File: config.mk
export PLATFORM = sky130hd
export DESIGN_NAME = mips_multicycle_controller
export DESIGN_NICKNAME = d
export VERILOG_FILES = /design/src/rtl/mips_ctrl_pkg.sv /design/src/rtl/mips_ctrl_outdec.sv /design/src/rtl/mips_multicycle_controller.sv
export SDC_FILE = /design/constraint.sdc
export NUM_CORES = 1
export LEC_CHECK = 0
export ABC_AREA = 1
export BUFFER_PORTS_ARGS = -buffer_cell sky130_fd_sc_hd__buf_2
export CAP_MARGIN = 20
export CELL_PAD_IN_SITES_DETAIL_PLACEMENT = 1
export CELL_PAD_IN_SITES_GLOBAL_PLACEMENT = 2
export CORE_ASPECT_RATIO = 1.2
export CORE_MARGIN = 4
export CORE_UTILIZATION = 21
export CTS_BUF_LIST = sky130_fd_sc_hd__clkbuf_8 sky130_fd_sc_hd__clkbuf_16
export CTS_CLUSTER_SIZE = 25
export DETAILED_ROUTE_END_ITERATION = 7
export PLACE_DENSITY_LB_ADDON = 0.3
export SLEW_MARGIN = 30
export SYNTH_ARGS = -nofsm -noshare
export SYNTH_HDL_FRONTEND = slang
export SYNTH_SLANG_ARGS = --single-unit
File: constraint.sdc
create_clock -name clk -period 2.3 [get_ports clk]
set_input_delay 0.115 -clock clk [delete_from_list [all_inputs] [get_ports clk]]
set_output_delay 0.115 -clock clk [all_outputs]
set_load 0.05 [all_outputs]
File: src/rtl/mips_ctrl_pkg.sv
//------------------------------------------------------------------------------
// mips_ctrl_pkg
//   Shared types and constants for the multicycle MIPS main controller:
//   state encodings, opcodes, ALUOp/PCSrc/ALUSrcB codes and the control word.
// Revision: 1.0 - initial release
//------------------------------------------------------------------------------
`default_nettype none

package mips_ctrl_pkg;

    // Architectural state encodings (5 bits; wider state ports zero-extend)
    typedef enum logic [4:0] {
        S_FETCH   = 5'd0,
        S_DECODE  = 5'd1,
        S_MEMADR  = 5'd2,
        S_MEMRD   = 5'd3,
        S_MEMWB   = 5'd4,
        S_MEMWR   = 5'd5,
        S_RTYPEEX = 5'd6,
        S_RTYPEWB = 5'd7,
        S_BEQEX   = 5'd8,
        S_ADDIEX  = 5'd9,
        S_IMMWB   = 5'd10,
        S_JEX     = 5'd11,
        S_BNEEX   = 5'd12,
        S_ANDIEX  = 5'd13,
        S_ORIEX   = 5'd14,
        S_SLTIEX  = 5'd15,
        S_EXCEPT  = 5'd16
    } state_e;

    // Opcodes (instr[31:26])
    localparam logic [5:0] OP_RTYPE = 6'b000000;
    localparam logic [5:0] OP_LW    = 6'b100011;
    localparam logic [5:0] OP_SW    = 6'b101011;
    localparam logic [5:0] OP_BEQ   = 6'b000100;
    localparam logic [5:0] OP_BNE   = 6'b000101;
    localparam logic [5:0] OP_ADDI  = 6'b001000;
    localparam logic [5:0] OP_ANDI  = 6'b001100;
    localparam logic [5:0] OP_ORI   = 6'b001101;
    localparam logic [5:0] OP_SLTI  = 6'b001010;
    localparam logic [5:0] OP_J     = 6'b000010;

    // ALUOp codes
    localparam logic [2:0] ALUOP_ADD   = 3'b000;
    localparam logic [2:0] ALUOP_SUB   = 3'b001;
    localparam logic [2:0] ALUOP_FUNCT = 3'b010;
    localparam logic [2:0] ALUOP_AND   = 3'b011;
    localparam logic [2:0] ALUOP_OR    = 3'b100;
    localparam logic [2:0] ALUOP_SLT   = 3'b101;

    // PCSrc codes
    localparam logic [1:0] PCSRC_ALU    = 2'b00;
    localparam logic [1:0] PCSRC_ALUOUT = 2'b01;
    localparam logic [1:0] PCSRC_JUMP   = 2'b10;
    localparam logic [1:0] PCSRC_EXC    = 2'b11;

    // ALUSrcB codes
    localparam logic [1:0] SRCB_B     = 2'b00;
    localparam logic [1:0] SRCB_FOUR  = 2'b01;
    localparam logic [1:0] SRCB_IMM   = 2'b10;
    localparam logic [1:0] SRCB_IMMSH = 2'b11;

    // Full datapath control word
    typedef struct packed {
        logic       mem_to_reg;
        logic       reg_dst;
        logic       iord;
        logic       alu_src_a;
        logic       ir_write;
        logic       mem_read;
        logic       mem_write;
        logic       pc_write;
        logic       branch_eq;
        logic       branch_ne;
        logic       reg_write;
        logic       illegal_op;
        logic [1:0] pc_src;
        logic [1:0] alu_src_b;
        logic [2:0] alu_op;
    } ctrl_t;

endpackage

`default_nettype wire

File: src/rtl/mips_ctrl_outdec.sv
//------------------------------------------------------------------------------
// mips_ctrl_outdec
//   Purely combinational decoder from controller state (+ memory ready) to
//   the datapath control word.
//   Ports: state_i     - current state encoding (STATE_W bits)
//          mem_ready_i - effective memory-ready (gates IRWrite/PCWrite in FETCH)
//          ctrl_o      - control word
// Revision: 1.0 - initial release
//------------------------------------------------------------------------------
`default_nettype none

module mips_ctrl_outdec
    import mips_ctrl_pkg::*;
#(
    parameter int STATE_W = 5
) (
    input  logic [STATE_W-1:0] state_i,
    input  logic               mem_ready_i,
    output ctrl_t              ctrl_o
);

    logic   valid;
    state_e st;

    // Any bit above the 5-bit encoding set means an unused encoding
    assign valid = ((state_i >> 5) == '0);
    assign st    = state_e'(state_i[4:0]);

    always_comb begin
        ctrl_o = '0;
        if (valid) begin
            case (st)
                S_FETCH: begin
                    ctrl_o.mem_read  = 1'b1;
                    ctrl_o.alu_src_b = SRCB_FOUR;
                    ctrl_o.alu_op    = ALUOP_ADD;
                    // Mealy gating: only latch IR / advance PC once memory delivers
                    ctrl_o.ir_write  = mem_ready_i;
                    ctrl_o.pc_write  = mem_ready_i;
                end
                S_DECODE: ctrl_o.alu_src_b = SRCB_IMMSH;
                S_MEMADR: begin
                    ctrl_o.alu_src_a = 1'b1;
                    ctrl_o.alu_src_b = SRCB_IMM;
                end
                S_MEMRD: begin
                    ctrl_o.iord     = 1'b1;
                    ctrl_o.mem_read = 1'b1;
                end
                S_MEMWB: begin
                    ctrl_o.mem_to_reg = 1'b1;
                    ctrl_o.reg_write  = 1'b1;
                end
                S_MEMWR: begin
                    ctrl_o.iord      = 1'b1;
                    ctrl_o.mem_write = 1'b1;
                end
                S_RTYPEEX: begin
                    ctrl_o.alu_src_a = 1'b1;
                    ctrl_o.alu_op    = ALUOP_FUNCT;
                end
                S_RTYPEWB: begin
                    ctrl_o.reg_dst   = 1'b1;
                    ctrl_o.reg_write = 1'b1;
                end
                S_BEQEX, S_BNEEX: begin
                    ctrl_o.alu_src_a = 1'b1;
                    ctrl_o.alu_op    = ALUOP_SUB;
                    ctrl_o.pc_src    = PCSRC_ALUOUT;
                    ctrl_o.branch_eq = (st == S_BEQEX);
                    ctrl_o.branch_ne = (st == S_BNEEX);
                end
                S_ADDIEX, S_ANDIEX, S_ORIEX, S_SLTIEX: begin
                    ctrl_o.alu_src_a = 1'b1;
                    ctrl_o.alu_src_b = SRCB_IMM;
                    case (st)
                        S_ANDIEX: ctrl_o.alu_op = ALUOP_AND;
                        S_ORIEX:  ctrl_o.alu_op = ALUOP_OR;
                        S_SLTIEX: ctrl_o.alu_op = ALUOP_SLT;
                        default:  ctrl_o.alu_op = ALUOP_ADD;
                    endcase
                end
                S_IMMWB: ctrl_o.reg_write = 1'b1;
                S_JEX: begin
                    ctrl_o.pc_src   = PCSRC_JUMP;
                    ctrl_o.pc_write = 1'b1;
                end
                S_EXCEPT: begin
                    ctrl_o.pc_src     = PCSRC_EXC;
                    ctrl_o.pc_write   = 1'b1;
                    ctrl_o.illegal_op = 1'b1;
                end
                default: ctrl_o = '0;
            endcase
        end
    end

endmodule

`default_nettype wire

File: src/rtl/mips_multicycle_controller.sv
//------------------------------------------------------------------------------
// mips_multicycle_controller
//   Multicycle MIPS main controller: state register and next-state logic.
//   Outputs are decoded combinationally from the state by mips_ctrl_outdec.
//   Ports: clk, rst (sync, active-low), opcode (instr[31:26]), mem_ready,
//          state (current encoding), datapath controls, illegal_op.
//   Parameters: MEM_HANDSHAKE (honour mem_ready), ENABLE_EXT (bne/andi/ori/
//          slti decoded), STATE_W (state width, must be >= 5).
// Revision: 1.0 - initial release
//------------------------------------------------------------------------------
`default_nettype none

module mips_multicycle_controller
    import mips_ctrl_pkg::*;
#(
    parameter int MEM_HANDSHAKE = 1,
    parameter int ENABLE_EXT    = 1,
    parameter int STATE_W       = 5
) (
    input  logic               clk,
    input  logic               rst,
    input  logic [5:0]         opcode,
    input  logic               mem_ready,
    output logic [STATE_W-1:0] state,
    output logic               MemtoReg,
    output logic               RegDst,
    output logic               IorD,
    output logic               ALUSrcA,
    output logic               IRWrite,
    output logic               MemRead,
    output logic               MemWrite,
    output logic               PCWrite,
    output logic               BranchEQ,
    output logic               BranchNE,
    output logic               RegWrite,
    output logic [1:0]         PCSrc,
    output logic [1:0]         ALUSrcB,
    output logic [2:0]         ALUOp,
    output logic               illegal_op
);

    logic [STATE_W-1:0] state_q, state_d;
    logic               ready;
    logic               ext_en;
    logic               cur_valid;
    state_e             cur, nxt;
    ctrl_t              ctrl;

    assign ready     = (MEM_HANDSHAKE != 0) ? mem_ready : 1'b1;
    assign ext_en    = (ENABLE_EXT != 0);
    assign cur_valid = ((state_q >> 5) == '0);
    assign cur       = state_e'(state_q[4:0]);

    always_ff @(posedge clk) begin
        if (!rst) begin
            state_q <= '0;
        end else begin
            state_q <= state_d;
        end
    end

    always_comb begin
        nxt = S_FETCH;
        if (cur_valid) begin
            case (cur)
                S_FETCH:  nxt = ready ? S_DECODE : S_FETCH;
                S_DECODE: begin
                    case (opcode)
                        OP_LW, OP_SW: nxt = S_MEMADR;
                        OP_RTYPE:     nxt = S_RTYPEEX;
                        OP_BEQ:       nxt = S_BEQEX;
                        OP_ADDI:      nxt = S_ADDIEX;
                        OP_J:         nxt = S_JEX;
                        OP_BNE:       nxt = ext_en ? S_BNEEX  : S_EXCEPT;
                        OP_ANDI:      nxt = ext_en ? S_ANDIEX : S_EXCEPT;
                        OP_ORI:       nxt = ext_en ? S_ORIEX  : S_EXCEPT;
                        OP_SLTI:      nxt = ext_en ? S_SLTIEX : S_EXCEPT;
                        default:      nxt = S_EXCEPT;
                    endcase
                end
                S_MEMADR:  nxt = (opcode == OP_SW) ? S_MEMWR : S_MEMRD;
                S_MEMRD:   nxt = ready ? S_MEMWB : S_MEMRD;
                S_MEMWB:   nxt = S_FETCH;
                S_MEMWR:   nxt = ready ? S_FETCH : S_MEMWR;
                S_RTYPEEX: nxt = S_RTYPEWB;
                S_RTYPEWB: nxt = S_FETCH;
                S_ADDIEX, S_ANDIEX, S_ORIEX, S_SLTIEX: nxt = S_IMMWB;
                default:   nxt = S_FETCH;
            endcase
        end
        state_d = STATE_W'(nxt);
    end

    mips_ctrl_outdec #(
        .STATE_W (STATE_W)
    ) u_outdec (
        .state_i     (state_q),
        .mem_ready_i (ready),
        .ctrl_o      (ctrl)
    );

    assign state      = state_q;
    assign MemtoReg   = ctrl.mem_to_reg;
    assign RegDst     = ctrl.reg_dst;
    assign IorD       = ctrl.iord;
    assign ALUSrcA    = ctrl.alu_src_a;
    assign IRWrite    = ctrl.ir_write;
    assign MemRead    = ctrl.mem_read;
    assign MemWrite   = ctrl.mem_write;
    assign PCWrite    = ctrl.pc_write;
    assign BranchEQ   = ctrl.branch_eq;
    assign BranchNE   = ctrl.branch_ne;
    assign RegWrite   = ctrl.reg_write;
    assign PCSrc      = ctrl.pc_src;
    assign ALUSrcB    = ctrl.alu_src_b;
    assign ALUOp      = ctrl.alu_op;
    assign illegal_op = ctrl.illegal_op;

endmodule

`default_nettype wire
* Yosys cells after proc, flatten, opt, wreduce, memory -nomap -nowiden
Index checks and enable logic that the tools add are counted.
** Operators by class
- Equal/unequal tests :: 25
- Mux-type cells :: 21
- Reduce and logical (&&, ||, !) cells :: 11
** Operators with widths (number)
- one-hot mux 5 bit (9 select lines) :: 1
- equality test 5 x 4 -> 1 bit, second input constant :: 8
- one-hot mux 5 bit (7 select lines) :: 1
- equality test 6 x 4 -> 1 bit, second input constant :: 4
- equality test 5 x 3 -> 1 bit, second input constant :: 4
- one-hot mux 3 bit (3 select lines) :: 2
- equality test 6 x 3 -> 1 bit, second input constant :: 2
- equality test 6 bit, second input constant :: 2
- one-hot mux 2 bit (3 select lines) :: 2
- equality test 5 x 2 -> 1 bit, second input constant :: 2
- 2-to-1 mux 1 bit :: 10
- OR reduction 2 bit :: 5
- 2-to-1 mux 3 bit :: 3
- OR reduction 8 bit :: 1
- equality test 6 x 2 -> 1 bit, second input constant :: 1
- logical NOT 6 bit :: 1
- equality test 5 x 1 -> 1 bit, second input constant :: 1
- equality test 5 bit, second input constant :: 1
- logical NOT 5 bit :: 1
- OR reduction 5 bit :: 1
- OR reduction 4 bit :: 1
- OR reduction 3 bit :: 1
- 2-to-1 mux 2 bit :: 1
- one-hot mux 1 bit (2 select lines) :: 1
** Word-level totals
- Register bits after elaboration :: 5
- Output and inout bits :: 24
- Word-level logic and storage cells :: 58

* Longest topological paths before layout
- Depth in word-level cells :: 4
- Mapped depth :: 8
- Mapped depth without buffers :: 8

* Hierarchy
From an unflattened synthesis, not the netlist that was laid out.
** Unflattened totals
- Cell total of the unflattened synthesis :: 146
- Area total of the unflattened synthesis :: 782.0 µm²
** By module, submodules not included
- mips_multicycle_controller :: times used 1, cells each 85, area an instance 495.5 µm², sequential area each 100.1 µm²
- mips_ctrl_outdec :: times used 1, cells each 61, area an instance 286.5 µm², sequential area each 0.0 µm²

* Least setup slack after synthesis
OpenSTA, ideal clock, no wires.
- Path kind :: flip-flop to output port
- From :: register state_q[3], in the netlist state[3]
- To :: output ALUOp[0]
- Data arrival time :: 2.500 ns
- Data required time :: 2.185 ns
- Slack :: -0.315 ns
- Stages on the path, launching flop included :: 7
- Buffers on the path :: 0
- Cell sequence :: dfxtp_1 > inv_1 > nor2_1 > inv_1 > nor2_1 > nor2_1 > o21ai_0
** Between the ends
- Longest elaborated chain between the ends :: 3
- Elaborated cells on any way between the ends :: 11
- Those cells by class :: 7 x eq/ne; 2 x mux; 2 x reduce/logical
** Ends and longest elaborated chain
- from (decl) :: line mips_multicycle_controller.sv:42 : logic [STATE_W-1:0] state_q, state_d;
- from (signal assigned) :: line mips_multicycle_controller.sv:58 : state_q <= state_d;
- equality test 5 x 4 -> 1 bit, on equally long branches :: line mips_ctrl_outdec.sv:32, mips_ctrl_outdec.sv:76
- one-hot mux 3 bit (3 select lines) (tied with other cells) :: line mips_ctrl_outdec.sv:76 : case (st)
- one-hot mux 3 bit (3 select lines) (*) :: line mips_ctrl_outdec.sv:32 : case (st)
- to (decl) :: line mips_multicycle_controller.sv:38 : output logic [2:0] ALUOp,
Mark *: on every way between the ends. The rest lies on a longest branch, timed or not.

* Worst setup path in the final report
- From :: register state_q[3], in the netlist state[3]
- To :: output PCWrite
** Between the ends
- Longest elaborated chain between the ends :: 3
- Elaborated cells on any way between the ends :: 5
- Those cells by class :: 2 x eq/ne; 1 x mux; 2 x reduce/logical
** Ends and longest elaborated chain
- equality test 5 x 4 -> 1 bit / equality test 5 bit (equally long branches) :: line mips_ctrl_outdec.sv:32
- OR reduction 2 bit (no line)
- one-hot mux 1 bit (2 select lines) (*) :: line mips_ctrl_outdec.sv:32
- to (decl) :: line mips_multicycle_controller.sv:32 : output logic PCWrite,
Marks and branches as above.

==> results.cfg <==
[cts]
cts_buffers = 3
clk_latency_ps = 220
cts.htree.levels = 1
clkTransAtPathRegs_ps = 40
clockBufferDepth = 2
tritoncts = built
cts_setup_buffers = 0
cts_hold_buf = 0
cts_resized = 0
cts_sinks = 5
clock_tree.root_cell = clkbuf_8

[routing]
vias_per_cell = 4.63
num_vias = 884
wl_per_cell_um = 12.0
wl_um = 2280
drt_pass1_iterations = 4
drtAntennaViolNets = 0
drt-initial-drc-count = 17
drcViolationCount = 0

[critical_path]
r2r_slack_ps = 1030
crit_start = state[3]
worstSetupStartpointType = flop
end_kind = primary output
crit_required_ps = 2180
arrival_ps = 1560
r2r_start = state[0]
worst-path-max-fanout = 5
worstSetupPathType = flop to primary output

[layout]
design_area_um2 = 891
fin_nets = 167
drive_gt1_share_pct = 33.1
n_antenna_cell = 0
fillers = 418
area_growth_pct = 40.7
largest_reg_flops = 5
post-route-util_pct = 31.4

[hold_path]
hold_start = rst
min_path_type = input port to flop

[floorplanning]
die_h_um = 68.2
initial_core_util_pct = 22.3
placeableCoreArea_mm2 = 0.00284
die_w_um = 58.1
pin_count = 33
die_area_mm2 = 0.00396
row_count = 21

[synth]
synth_compound_area_share_pct = 10.9
synth_nets = 130
syn_area_per_cell_um2 = 5.23
synth_top_cell_by_area = nor2_1
netlist-cell-type-count = 17
syn_inst = 121
synth-seq-area-share_pct = 15.8
yosys.area_share.adder_pct = 0
synth_top_area_share_pct = 16.0
synth_area_um2 = 633
synthTopCellsByArea = nor2_1, dfxtp_1, nand2_1
synth_top_family_by_area = simple AND/OR/NAND/NOR gates
muxShareOfSynthArea_pct = 0
yosys_warnings = 0
synth_xor_area_share_pct = 0
synth.ff_latch_count = 5
synthSimpleGateAreaFrac_pct = 60.9

[sta]
max_freq_mhz = 599
min_period_ps = 1670
skew_ps = 0.844
hold_viol_final = 0
min_period_over_period_pct = 72.6
finalSetupViolCount = 0
rsz0062_at_grt = false
finalMaxSlewViolations = 0
maxSlewHeadroom_pct = 80.8
tightest_slew_ps = 285
setup_ws_ps = 630

[global_route]
antenna_found_initial = 0
grt_pass1_vias = 898
grt_pass1_wl_um = 3950
grt_max_degree = 8
gr-total-overflow = 0
grt_use_total_pct = 13.0

[placed_design]
place_ws_ps = 839
placed_cell_area_um2 = 846
dpl.hpwl_um = 2010
gp_congestion = 0.830
place.port_buffers = 32

[flow_run]
drv_cap = 0

[power_and_ir_drop]
p_leak_nw = 0.509
powerDensity_mw_per_mm2 = 474
p_total_mw = 0.422
peakVddDrop_mv = 0.249

[outcome]
status = complete, no violations
## path summary, 6_finish.rpt
kind                                 end  cells past startpoint
worst min register to register  state[3]                      3
worst min-delay path            state[0]                      3
worst max-delay path             PCWrite                      7
worst max register to register  state[0]                      7
## synth_stat cells (all sizes together)
library cell	instances
nor2	32
nand2	29
inv	21
nand3	15
o21ai	7
a21oi	6
dfxtp	5
nand4	4
nor3	1
or2	1
## critical path: stages, from the launching register on
cell,delay [ps]
dfxtp_1,360
inv_1,130
nand2_4,140
inv_1,70
nand3_1,140
o21ai_2,80
or2_1,200
buf_2,210
## layout make-up
| type | instances | area (µm²) | share of cell area, % |
|---|---|---|---|
| Timing Repair Buffer | 32 | 160 | 18.0 |
| Clock buffer | 3 | 41.3 | 4.63 |
| Multi-Input combinational cell | 95 | 464 | 52.1 |
| Clock inverter | 1 | 3.75 | 0.421 |
| Sequential cell | 5 | 100 | 11.2 |
| Inverter | 21 | 78.8 | 8.85 |
| Tap cell | 34 | 42.5 | 4.78 |
## report_power, final
part	internal (mW)	total [mW]	leakage [nW]	switching (mW)
logic	0.0380	0.168	0.442	0.130
registers	0.0907	0.0962	0.0406	0.00555
clock network	0.114	0.158	0.0269	0.0433
total	0.243	0.422	0.509	0.179
## cell families (layout without fill, tap and decap cells)
group                  count (synthesis)  after routing
AOI/OAI and AO/OA                     13             13
buffers and inverters                 21             57
DFF                                    5              5
and+or+nand+nor                       82             82
## layer usage
layer  up-vias  share of wire [%]  global-route usage [%]
li1        453                  -                       -
met1       403                 36                    12.7
met2        24                 55                    25.4
met3         4                5.7                    1.89
met4         0                2.5                    7.54
met5         -                  0                       0
## placed cells by master, fill, tap and decap left out
master | Yosys | layout
nand3_1 | 13 | 13
o21ai_2 | 1 | 1
nand2_1 | 26 | 26
o21ai_0 | 6 | 6
inv_1 | 19 | 20
buf_2 | 0 | 32
nor2_2 | 3 | 7
clkbuf_8 | 0 | 3
inv_2 | 2 | 2
dfxtp_1 | 5 | 5
a21oi_1 | 6 | 6
or2_1 | 1 | 1
nand2_2 | 2 | 2
nor3_1 | 1 | 1
nand2_4 | 1 | 1
nor2_1 | 27 | 23
nand4_1 | 4 | 4
nand3_2 | 2 | 2
nor2_4 | 2 | 2
## metrics by stage
| stage | setup TNS (ps) | cells | hold WS [ps] |
|---|---|---|---|
| after floorplan | -51.4 | 121 | 288 |
| after global placement | 0 | 187 | 423 |
| after detailed placement | 0 | 187 | 422 |
| after CTS | 0 | 191 | 190 |
| after global routing | 0 | 191 | 209 |
| final | 0 | 191 | 190 |
Power figures use the tool's default switching activity.
